==> config.mk <==
export PLATFORM = sky130hd
export DESIGN_NAME = data_mem_access_unit_flat
export DESIGN_NICKNAME = d
export VERILOG_FILES = /design/src/rtl/data_mem_access_unit_if.sv /design/src/rtl/data_mem_access_unit.sv /design/src/flat_wrapper.sv
export SDC_FILE = /design/constraint.sdc
export NUM_CORES = 1
export LEC_CHECK = 0
export CORE_ASPECT_RATIO = 0.9
export CORE_MARGIN = 3
export CORE_UTILIZATION = 48
export DETAILED_ROUTE_END_ITERATION = 10
export GPL_TIMING_DRIVEN = 0
export PLACE_DENSITY = 0.87
export SYNTH_ARGS = -nofsm -noshare
export SYNTH_HDL_FRONTEND = slang
export SYNTH_SLANG_ARGS = --single-unit
==> constraint.sdc <==
create_clock -name clk -period 3.1 [get_ports clk]
set_input_delay 0.31 -clock clk [delete_from_list [all_inputs] [get_ports clk]]
set_output_delay 0.31 -clock clk [all_outputs]
set_load 0.01 [all_outputs]
==> src/rtl/data_mem_access_unit_if.sv <==
// Data-memory request/acknowledge bus between the MEM-stage access unit (master)
// and the data memory (slave).
interface data_mem_access_unit_if;
    logic        mem_req;
    logic        mem_we;
    logic [29:0] mem_addr;
    logic [3:0]  mem_byte_en;
    logic [31:0] mem_wdata;
    logic [31:0] mem_rdata;
    logic        mem_ack;

    modport master (
        output mem_req, mem_we, mem_addr, mem_byte_en, mem_wdata,
        input  mem_rdata, mem_ack
    );

    modport slave (
        input  mem_req, mem_we, mem_addr, mem_byte_en, mem_wdata,
        output mem_rdata, mem_ack
    );
endinterface

==> src/rtl/data_mem_access_unit.sv <==
// MEM-stage load/store engine: checks the access, runs one req/ack transaction
// on the data-memory bus, places store lanes and extends load data.
//
// state | meaning
// IDLE  | waiting for a load/store; illegal requests pulse err and stay here
// REQ   | mem_req held, waiting for mem_ack or the wait-counter timeout
// DONE  | one cycle with busy low so the pipeline advances; inputs ignored
module data_mem_access_unit #(
    parameter int unsigned TIMEOUT_CYCLES = 255
) (
    input  logic                          clk,
    input  logic                          rst_n,
    input  logic                          mem_read,
    input  logic                          mem_write,
    input  logic [2:0]                    func3,
    input  logic [31:0]                   address,
    input  logic [31:0]                   write_data,
    output logic [31:0]                   read_data,
    output logic                          busy,
    output logic                          err,
    data_mem_access_unit_if.master        mem
);

    localparam int unsigned CW = (TIMEOUT_CYCLES > 1) ? $clog2(TIMEOUT_CYCLES) : 1;
    localparam logic [CW-1:0] CNT_LAST = CW'(TIMEOUT_CYCLES - 1);

    typedef enum logic [1:0] {IDLE, REQ, DONE} state_t;

    state_t        state;
    logic [CW-1:0] cnt;
    logic [2:0]    f3_q;
    logic [1:0]    off_q;
    logic          req_q;
    logic          we_q;
    logic [29:0]   addr_q;
    logic [3:0]    be_q;
    logic [31:0]   wdata_q;

    logic          legal_f3;
    logic          aligned;
    logic          req_valid;
    logic          req_bad;
    logic [3:0]    be_wr;
    logic [31:0]   wd_lane;
    logic [7:0]    byte_v;
    logic [15:0]   half_v;
    logic [31:0]   load_ext;

    always_comb begin
        if (mem_write)
            legal_f3 = !func3[2] && (func3[1:0] != 2'b11);
        else
            legal_f3 = (func3[1:0] != 2'b11) && (func3 != 3'b110);

        case (func3[1:0])
            2'b01:   aligned = !address[0];
            2'b10:   aligned = (address[1:0] == 2'b00);
            default: aligned = 1'b1;
        endcase

        req_valid = (mem_read ^ mem_write) && legal_f3 && aligned;
        req_bad   = (mem_read | mem_write) && !req_valid;

        case (func3[1:0])
            2'b00: begin
                be_wr   = 4'b0001 << address[1:0];
                wd_lane = {4{write_data[7:0]}};
            end
            2'b01: begin
                be_wr   = 4'b0011 << address[1:0];
                wd_lane = {2{write_data[15:0]}};
            end
            default: begin
                be_wr   = 4'b1111;
                wd_lane = write_data;
            end
        endcase
    end

    // Load extraction uses the size/offset captured at accept time, not the live inputs.
    always_comb begin
        byte_v = mem.mem_rdata[{off_q, 3'b000} +: 8];
        half_v = mem.mem_rdata[{off_q[1], 4'b0000} +: 16];
        case (f3_q)
            3'b000:  load_ext = {{24{byte_v[7]}}, byte_v};
            3'b001:  load_ext = {{16{half_v[15]}}, half_v};
            3'b100:  load_ext = {24'h0, byte_v};
            3'b101:  load_ext = {16'h0, half_v};
            default: load_ext = mem.mem_rdata;
        endcase
    end

    // Gated by rst_n so the stall drops the moment reset asserts.
    assign busy = rst_n && ((state == REQ) || ((state == IDLE) && req_valid));

    always_ff @(posedge clk or negedge rst_n) begin
        if (!rst_n) begin
            state     <= IDLE;
            cnt       <= '0;
            f3_q      <= 3'b000;
            off_q     <= 2'b00;
            req_q     <= 1'b0;
            we_q      <= 1'b0;
            addr_q    <= 30'h0;
            be_q      <= 4'h0;
            wdata_q   <= 32'h0;
            read_data <= 32'h0;
            err       <= 1'b0;
        end else begin
            err <= 1'b0;
            case (state)
                IDLE: begin
                    if (req_valid) begin
                        state   <= REQ;
                        req_q   <= 1'b1;
                        we_q    <= mem_write;
                        addr_q  <= address[31:2];
                        be_q    <= mem_write ? be_wr : 4'b1111;
                        wdata_q <= wd_lane;
                        f3_q    <= func3;
                        off_q   <= address[1:0];
                        cnt     <= '0;
                    end else begin
                        err <= req_bad;
                    end
                end
                REQ: begin
                    if (mem.mem_ack) begin
                        req_q <= 1'b0;
                        state <= DONE;
                        if (!we_q)
                            read_data <= load_ext;
                    end else if ((TIMEOUT_CYCLES != 0) && (cnt == CNT_LAST)) begin
                        req_q     <= 1'b0;
                        read_data <= 32'h0;
                        err       <= 1'b1;
                        state     <= DONE;
                    end else begin
                        cnt <= cnt + 1'b1;
                    end
                end
                DONE:    state <= IDLE;
                default: state <= IDLE;
            endcase
        end
    end

    assign mem.mem_req     = req_q;
    assign mem.mem_we      = we_q;
    assign mem.mem_addr    = addr_q;
    assign mem.mem_byte_en = be_q;
    assign mem.mem_wdata   = wdata_q;

endmodule

==> src/flat_wrapper.sv <==
// flat-port wrapper written by rule: the top's interface ports become plain ports
module data_mem_access_unit_flat 
#(
    parameter int unsigned TIMEOUT_CYCLES = 255
)
  (clk, rst_n, mem_read, mem_write, func3, address, write_data, read_data, busy, err, mem_mem_req, mem_mem_we, mem_mem_addr, mem_mem_byte_en, mem_mem_wdata, mem_mem_rdata, mem_mem_ack);
  data_mem_access_unit_if mem_i ();
  input  logic clk;
  input  logic rst_n;
  input  logic mem_read;
  input  logic mem_write;
  input  logic [2:0] func3;
  input  logic [31:0] address;
  input  logic [31:0] write_data;
  output logic [31:0] read_data;
  output logic busy;
  output logic err;
  output wire logic [$bits(mem_i.mem_req)-1:0] mem_mem_req;
  output wire logic [$bits(mem_i.mem_we)-1:0] mem_mem_we;
  output wire logic [$bits(mem_i.mem_addr)-1:0] mem_mem_addr;
  output wire logic [$bits(mem_i.mem_byte_en)-1:0] mem_mem_byte_en;
  output wire logic [$bits(mem_i.mem_wdata)-1:0] mem_mem_wdata;
  input wire logic [$bits(mem_i.mem_rdata)-1:0] mem_mem_rdata;
  input wire logic [$bits(mem_i.mem_ack)-1:0] mem_mem_ack;
  assign mem_mem_req = mem_i.mem_req;
  assign mem_mem_we = mem_i.mem_we;
  assign mem_mem_addr = mem_i.mem_addr;
  assign mem_mem_byte_en = mem_i.mem_byte_en;
  assign mem_mem_wdata = mem_i.mem_wdata;
  assign mem_i.mem_rdata = mem_mem_rdata;
  assign mem_i.mem_ack = mem_mem_ack;
  data_mem_access_unit #(.TIMEOUT_CYCLES(TIMEOUT_CYCLES)) u_core (.clk(clk), .rst_n(rst_n), .mem_read(mem_read), .mem_write(mem_write), .func3(func3), .address(address), .write_data(write_data), .read_data(read_data), .busy(busy), .err(err), .mem(mem_i));
endmodule
======== Word-level counts from Yosys, hierarchy flattened ========
Cells that the tools add are included.
word-level totals
  bits in registers ....................... 116
  bits in latches ......................... 0
  memory bits (writable) .................. 0
  bits in read-only memories .............. 0
  input port bits ......................... 104
  logic and storage cells ................. 79
  memories kept ........................... 0
cells by class
  $add $sub $neg .......................... 1
  $mul .................................... 0
  div/mod/pow operators ................... 0
  $lt $le $gt $ge ......................... 0
  equal/unequal tests ..................... 14
  shift operators ......................... 4
  multiplexer cells ....................... 25
  bitwise gates (word level) .............. 2
  reductions and logical operators ........ 22
operators with widths
  operator                                             count
  one-hot mux 32 bit (4 select lines)                  1
  two-way mux 32 bit                                   3
  one-hot mux 32 bit (2 select lines)                  1
  indexed part select 32 x 6 -> 16 bit                 1
  indexed part select 32 x 6 -> 8 bit                  1
  two-way mux 8 bit                                    3
  one-hot mux 8 bit (2 select lines)                   1
  adder 8 x 1 -> 8 bit, second input constant          1
  equality test 8 bit, second input constant           1
  != test 2 bit, second input constant                 4
  one-hot mux 4 bit (2 select lines)                   1
  logical AND 1 bit                                    7
  two-way mux 1 bit                                    7
  equality test 3 bit, second input constant           2
  logical NOT 2 bit                                    3
  two-way mux 2 bit                                    3
  != test 3 bit, second input constant                 2
  one-hot mux 1 bit (2 select lines)                   3
  AND reduction 3 bit                                  2
  equality test 2 x 1 -> 1 bit, second input constant  2
  two-way mux 4 bit                                    1
  one-hot mux 2 bit (2 select lines)                   1
  AND reduction 2 bit                                  2
  AND reduction 4 bit                                  1
  other kinds (11)                                     14

======== Logic depth before layout (Yosys ltp) ========
Gate-level depths: netlist of the first run.
  depth in word-level cells ............... 9
  depth in mapped cells ................... 9

======== Least setup slack after synthesis of the first run ========
Ideal clock, no wire load.
  path type ............................... input-to-output
  start point ............................. input port func3[0]
  end point ............................... output port busy
  arrival ................................. 1.900 ns
  slack ................................... 0.890 ns
  cell stages on the path ................. 7
  path buffers ............................ 1
  cells stage by stage .................... inv_1 ha_1 or3b_1 a311oi_2 clkbuf_1 nor2_1 nor3b_1
on the way
  cells in the longest elaborated chain, start to end .. 8
RTL lines
  what                                                   RTL line                                                text
  start, declared                                        flat_wrapper.sv:12                                      input logic [2:0] func3;
  != test 3 bit / != test 2 bit (equally long branches)  data_mem_access_unit.sv:53, data_mem_access_unit.sv:51
  logical AND 1 bit, on equally long branches            data_mem_access_unit.sv:53, data_mem_access_unit.sv:51
  two-way mux 1 bit                                      data_mem_access_unit.sv:50                              if (mem_write)
  logical AND 1 bit                                      data_mem_access_unit.sv:61                              req_valid = (mem_read ^ mem_write) && legal_f3 && aligned;
  logical AND 1 bit *                                    data_mem_access_unit.sv:61
  logical AND 1 bit *                                    data_mem_access_unit.sv:94                              assign busy = rst_n && ((state == REQ) || ((state == IDLE) && req_valid));
  logical OR 1 bit *                                     data_mem_access_unit.sv:94
  logical AND 1 bit *                                    data_mem_access_unit.sv:94
  end, declared                                          flat_wrapper.sv:16                                      output logic busy;
Every way passes the cells marked *; elsewhere a longest branch is shown, timed or not.

======== Final worst setup path of the first run ========
  start point ............................. input port func3[0]
  end point ............................... register u_core.wdata_q[26], in the netlist u_core.mem.mem_wdata[26]
on the way
  cells in the longest elaborated chain, start to end .. 6
RTL lines
  what                                                   RTL line                                                text
  != test 3 bit / != test 2 bit (equally long branches)  data_mem_access_unit.sv:53, data_mem_access_unit.sv:51
  logical AND 1 bit, on equally long branches            data_mem_access_unit.sv:53, data_mem_access_unit.sv:51
  two-way mux 1 bit                                      data_mem_access_unit.sv:50
  logical AND 1 bit (2 in a row)                         data_mem_access_unit.sv:61
  AND reduction 2 bit (no line)                          n/a
  end signal, assigned                                   data_mem_access_unit.sv:119                             wdata_q <= wd_lane;
  end, declared                                          data_mem_access_unit.sv:37                              logic [31:0] wdata_q;
Parallel ways exist; a longest one is shown, timed or not.
A chain may end at the register's enable or synchronous reset.

==> flow_summary_export.csv, run 1 <==
group,metric,value,unit
cts,clk_pin_slew,0.05,ns
detailed_routing,first_iter_violations,462,
synth,async_reset_ff_frac,1.00,
setup_path,cp_max_fo,10,
cts,ctsLongestPathBuffers,2,
final_layout,syn_to_final_growth,54.5,%
cts,h-tree-depth,4,
floorplan,io_pins,206,
final_layout,drive_gt1_frac,0.127,
setup_path,path_cells,"clkdlybuf4s50_1, inv_1, ha_1, clkbuf_1, nor2_1, clkbuf_1, nand2_1, a41oi_1",
synth,synth-edff-count,0,
floorplan,die_area,12500,um^2
detailed_routing,drc_errors,0,
final_layout,final_cell_area,8280,um^2
cts,cts_tree,"done",
setup_path,cp_top_family,"buffers and inverters",
floorplan,initial_core_util,0.508,
sta,hold_viol_final,0,
sta,layout_min_cycle_time,2.71,ns
setup_path,timing.rr.start,"u_core.cnt[0]",
global_route,grt_pass1_wl,27.4,mm
global_route,antenna_found_initial,0,
sta,worst_pin_slew,0.845,ns
sta,holdWs,0.427,ns
place,place_hpwl,12.5,mm
detailed_routing,vias,4885,
synth,ys.flop_type,"dfrtp_1",
global_route,grt_max_degree,63,
synth,syn_avg_cell_area,11.5,um^2
setup_path,cp-start-kind,"primary input",
setup_path,critPathArrivalTime,3.03,ns
synth,synth_warnings,0,
hold_path,hp-class,"in -> async",
final_layout,seq_area,2900,um^2
cts,cts_sinks,116,
synth,synth_fp_nets,578,
setup_path,critical_path_class,"in -> reg",
floorplan,die_y,106,um
detailed_routing,drt_wl_total,17.2,mm
global_route,grt_overflow,0,
synth,synth_seq_cells,116,
setup_path,max_stage_delay,0.71,ns
detailed_routing,viasPerCell,5.72,
setup_path,worst_path_max_delay_cell,"nor2_1",
setup_path,required,3.42,ns
sta,maxSlewHeadroom,0.434,
place,place_area,7630,um^2
synth,synthTopCellsByArea,"dfrtp_1 54%, mux2_2 8.6%, mux2i_1 4.3%",
power,ir_drop,0.566,mV
synth,yosysTopAreaCellShare,0.542,
setup_path,cp.buffers_inverters,4,
setup_path,r2r_slack,0.77,ns
setup_path,r2r_cells,7,
setup_path,cp.depth,8,
run,maxCapViolations,0,
detailed_routing,ant_nets,0,
detailed_routing,wl_per_cell,20.1,um
synth,synth_top_area_cell,"dfrtp_1",
setup_path,crit_path_end_kind,"flip-flop",
final_layout,finish.net_count,806,
sta,skew,0.0158,ns
setup_path,crit_end,"u_core.mem.mem_wdata[26]",
synth,ys_seq_area_frac,0.542,
place,io_buffers,205,
synth,synthCells,467,
final_layout,fill_cells,659,
cts,cts_buffers,17,
floorplan,die_w,117,um
global_route,grt_pass1_vias,5148,
sta,fin_crit_sh,0.875,
synth,ys_types,49,
global_route,grt_use_total,0.279,
floorplan,core_area,10600,um^2
final_layout,insertedDiodeCount,0,
power,powerDensity,926,nW/um^2
cts,insertion_delay,0.42,ns
cts,root_buffer,"clkbuf_16",
setup_path,r2r-end,"u_core.read_data[3]",
place,gp_congestion,0.894,
sta,setup_viol_count_final,0,
outcome,outcome,"completed",
sta,rsz0062_at_grt,"false",
detailed_routing,first_pass_iters,5,
setup_path,crit_top_cell,"clkbuf_1",
final_layout,multi_input_area,2240,um^2
floorplan,num_rows,35,
sta,timing.fmax,368,MHz
setup_path,critPathLaunch,"func3[0]",
synth,syn_area,5360,um^2
sta,slew_violations,0,
power,leakagePower,3.52,nW
[cells by family after synthesis]
family	synth area share
AOI/OAI and AO/OA	0.170
DFF	0.542
and+or+nand+nor	0.0854
muxes	0.140
buffers and inverters	0.0418
adders and majority gates	0.0163
xor gates and xnor gates	0.00490
[synthesized netlist by cell type, types with 4 or more instances]
| cell type | instances |
|---|---|
| clkbuf_1 | 18 |
| mux2i_1 | 23 |
| nor2_1 | 10 |
| ha_1 | 7 |
| o21ai_0 | 11 |
| a31oi_1 | 11 |
| buf_2 | 5 |
| a2bb2oi_1 | 6 |
| o22ai_1 | 9 |
| buf_4 | 4 |
| a21oi_1 | 40 |
| o2111ai_1 | 8 |
| a221o_1 | 16 |
| or3_1 | 11 |
| nand2b_1 | 5 |
| dfrtp_1 | 116 |
| nor2b_1 | 4 |
| nand2_1 | 47 |
| inv_1 | 16 |
| mux2_2 | 41 |
| a22o_1 | 7 |
| a41oi_1 | 8 |
| o21a_1 | 4 |
[per-layer routing]
| metal | part of all wire | wire, um | global-route usage |
|---|---|---|---|
| met1 | 0.39 | 6710 | 0.332 |
| met5 | 0 | 0 | 0 |
| met3 | 0.10 | 1720 | 0.0947 |
| met4 | 0.022 | 384 | 0.114 |
| met2 | 0.49 | 8340 | 0.468 |
[report_power, final]
group          internal, W  total [W]  leakage (nW)  switching, W
sequential         0.00216    0.00256          1.39      0.000402
combinational      0.00178    0.00310          1.84       0.00131
clock              0.00133    0.00201         0.293      0.000676
total              0.00528    0.00767          3.52       0.00239
[area by class of cell]
type                    instances  share of cell area
multi-input cells             303               0.271
repair buffers                209               0.255
flip-flops and latches        116               0.350
clock inverters                 9              0.0154
well taps                     148              0.0224
plain buffers                  31              0.0205
inverters                      17             0.00770
clock buffers                  21              0.0580
[worst min path at each step]
stage,end,slack (ns),depth (start not counted)
6_report,u_core.mem.mem_addr[8],0.43,2
4_1_cts,u_core.mem.mem_addr[8],0.45,2
3_5_place_dp,u_core.mem.mem_addr[8],0.31,1
5_1_grt,u_core.mem.mem_addr[8],0.47,2
3_3_place_gp,u_core.mem.mem_addr[19],0.47,1
2_1_floorplan,u_core.cnt[0],0.01,0
[flip-flops by register name (all words and copies together) (netlist names)]
register,count
u_core.mem.mem_wdata,32
u_core.read_data,32
u_core.mem.mem_addr,30
u_core.cnt,8
u_core.mem.mem_byte_en,4
u_core.f3_q,3
u_core.off_q,2
u_core.state,2
u_core.err,1
u_core.mem.mem_req,1
u_core.mem.mem_we,1
[repair_timing]
| item | CTS | global route |
|---|---|---|
| gates resized for setup | 4 | 1 |
| hold endpoints to repair | 55 | 0 |
| pin swaps | 1 | 0 |
| endpoints found under the setup margin | 1 | 1 |
| hold buffers | 1 | 0 |
| setup buffers | 2 | 0 |
[metrics by stage]
step / total power (W) / TNS [ns] / util / std cells / worst slack [ns]
global placement: 0.00554 / -308.14 / 0.720 / 820 / -2.81
detailed placement: 0.00565 / -0.531 / 0.723 / 821 / -0.512
finish: 0.00767 / 0 / 0.785 / 854 / 0.386
global route: 0.00805 / 0 / 0.785 / 854 / 0.287
floorplan: 0.00388 / 0 / - / 467 / 0.890
CTS: 0.00770 / 0 / 0.785 / 854 / 0.0213
[placed cells by master (no fill, tap or decap), types with 4 or more instances in the layout]
| cell | instances |
|---|---|
| a21oi_1 | 40 |
| a221o_1 | 16 |
| a22o_1 | 7 |
| a2bb2oi_1 | 6 |
| a31oi_1 | 11 |
| a41oi_1 | 8 |
| buf_2 | 5 |
| buf_4 | 6 |
| buf_6 | 4 |
| clkbuf_1 | 17 |
| clkbuf_16 | 17 |
| clkbuf_8 | 5 |
| clkdlybuf4s50_1 | 203 |
| dfrtp_1 | 116 |
| ha_1 | 7 |
| inv_1 | 16 |
| mux2_2 | 41 |
| mux2i_1 | 23 |
| nand2_1 | 47 |
| nand2b_1 | 5 |
| nor2_1 | 10 |
| nor2b_1 | 4 |
| o2111ai_1 | 8 |
| o21a_1 | 4 |
| o21ai_0 | 11 |
| o22ai_1 | 9 |
| or3_1 | 11 |
[worst register-to-register path, cell delays in order (launching register included)]
cell	delay (ns)
dfrtp_1	0.39
inv_1	0.08
ha_1	0.20
nand3_1	0.17
nor3_1	0.10
o21ai_1	0.41
clkbuf_1	0.61
mux2i_1	0.28
No activity file was read; power rests on OpenSTA's default activity.
==> inputs of run 2 (changes only) <==
Settings changed: ABC_CLOCK_PERIOD_IN_PS set to 3100, CTS_CLUSTER_SIZE set to 24, GPL_TIMING_DRIVEN 0 to not set.
==> flow_summary_export.csv, run 2 (synthesized netlist as in run 1, its figures left out) <==
group,metric,value,unit
outcome,outcome,"completed",
sta,hold_viol_final,0,
detailed_routing,vias,4886,
sta,rsz0062_at_grt,"false",
setup_path,cp.depth,7,
cts,cts_sinks,116,
hold_path,hp-class,"in -> async",
final_layout,insertedDiodeCount,0,
power,ir_drop,0.475,mV
power,p_int,0.00515,W
sta,layout_min_cycle_time,2.86,ns
cts,cts-resized-gates,0,
cts,hold_buffers,0,
final_layout,final_cell_mix,"204 x clkdlybuf4s50_1, 116 x dfrtp_1, 47 x nand2_1",
sta,timing.fmax,350,MHz
power,p_seq_frac,0.347,
setup_path,critical_path_class,"in -> out",
setup_path,path_cells,"clkdlybuf4s50_1, ha_1, or3b_1, a311oi_4, nor2_1, nor3b_1, clkdlybuf4s50_1",
sta,skew,0.00852,ns
cts,cts_tree,"done",
sta,holdWs,0.111,ns
final_layout,finish.net_count,790,
power,power.switching,0.00246,W
detailed_routing,drt_wl_total,17.3,mm
cts,cts_setup_buffers,0,
global_route,grt_use_total,0.287,
setup_path,timing.rr.start,"u_core.off_q[1]",
detailed_routing,viasPerCell,5.82,
global_route,grt_pass1_wl,28.1,mm
global_route,grt_overflow,0,
power,combPwrFrac,0.396,
detailed_routing,drc_errors,0,
sta,fin_crit_sh,0.922,
place,io_buffers,205,
setup_path,crit_top_cell,"clkdlybuf4s50_1",
power,swShare,0.323,
setup_path,r2r_slack,0.93,ns
global_route,grt_max_degree,68,
setup_path,r2r_cells,3,
setup_path,required,2.79,ns
sta,tns,0,ns
final_layout,fill_cells,677,
global_route,grt_pass1_vias,5210,
place,gp_congestion,0.892,
cts,cts_buffers,17,
sta,maxSlewHeadroom,0.381,
floorplan,num_rows,35,
place,place_hpwl,12.1,mm
cts,root_buffer,"clkbuf_16",
detailed_routing,first_pass_iters,5,
run,maxCapViolations,0,
final_layout,final_common_cell,"clkdlybuf4s50_1",
setup_path,max_stage_delay,0.58,ns
power,powerDensity,929,nW/um^2
setup_path,r2r-end,"u_core.read_data[31]",
setup_path,crit_path_end_kind,"primary output",
detailed_routing,wl_per_cell,20.6,um
power,leakagePower,3.46,nW
cts,insertion_delay,0.42,ns
floorplan,io_pins,206,
sta,setup_viol_count_final,0,
global_route,antenna_found_initial,0,
cts,clk_pin_slew,0.06,ns
floorplan,initial_core_util,0.508,
cts,h-tree-depth,4,
setup_path,cp_max_fo,4,
sta,slew_violations,0,
power,p_clk_frac,0.256,
detailed_routing,first_iter_violations,470,
floorplan,core_area,10600,um^2
sta,worst_pin_slew,0.926,ns
final_layout,syn_to_final_growth,52.9,%
final_layout,drive_gt1_frac,0.140,
setup_path,cp-start-kind,"primary input",
detailed_routing,ant_nets,0,
cts,ctsLongestPathBuffers,2,
setup_path,cp_top_family,"buffers and inverters",
setup_path,worst_path_max_delay_cell,"clkdlybuf4s50_1",
setup_path,critPathArrivalTime,2.55,ns
setup_path,cp.buffers_inverters,2,
floorplan,die_w,117,um
floorplan,die_y,106,um
floorplan,die_area,12500,um^2
==> run 2: worst max path at each step <==
stage / startpoint / endpoint
global route: func3[1] / busy
finish: func3[1] / busy
detailed placement: func3[1] / busy
global placement: func3[1] / busy
CTS: func3[1] / busy
floorplan: func3[0] / busy
==> run 2: stage by stage <==
step	total power, W	util	cell area [um^2]	worst slack (ns)	std cells
floorplan	0.00388	-	5360	0.890	467
global placement	0.00552	0.721	7610	0.266	808
detailed placement	0.00564	0.721	7610	0.220	808
CTS	0.00764	0.777	8200	0.210	840
global route	0.00798	0.777	8200	0.119	840
finish	0.00761	0.777	8200	0.242	840
==> run 2: layer usage <==
layer / vias to the layer above / wire, um / global-route usage
met5: - / 0 / 0
met4: 0 / 451 / 0.109
met3: 39 / 1670 / 0.104
met2: 276 / 8450 / 0.488
met1: 2414 / 6710 / 0.336
li1: 2157 / - / -
==> run 2: layout make-up <==
type | instances | area (um^2) | share of cell area
sequential | 116 | 2900 | 0.354
multi-input combinational | 303 | 2250 | 0.275
timing repair buffer | 224 | 2200 | 0.269
clock buffer | 20 | 457 | 0.0557
tap | 148 | 185 | 0.0226
clock inverter | 12 | 130 | 0.0159
inverter | 17 | 63.8 | 0.00779
==> run 2: power groups by stage <==
stage	Sequential, W	Clock [W]	Combinational (W)
2_1_floorplan	0.00279	0	0.00108
3_3_place_gp	0.00260	0	0.00292
3_5_place_dp	0.00263	0	0.00300
4_1_cts	0.00263	0.00197	0.00304
5_1_grt	0.00273	0.00204	0.00322
6_report	0.00264	0.00195	0.00302
==> run 2: worst reg2reg max path, delay by kind of cell (launching register included) <==
family / cells / cell delay, ns
AOI/OAI and AO/OA: 2 / 0.75
DFF: 1 / 0.67
muxes: 1 / 0.63
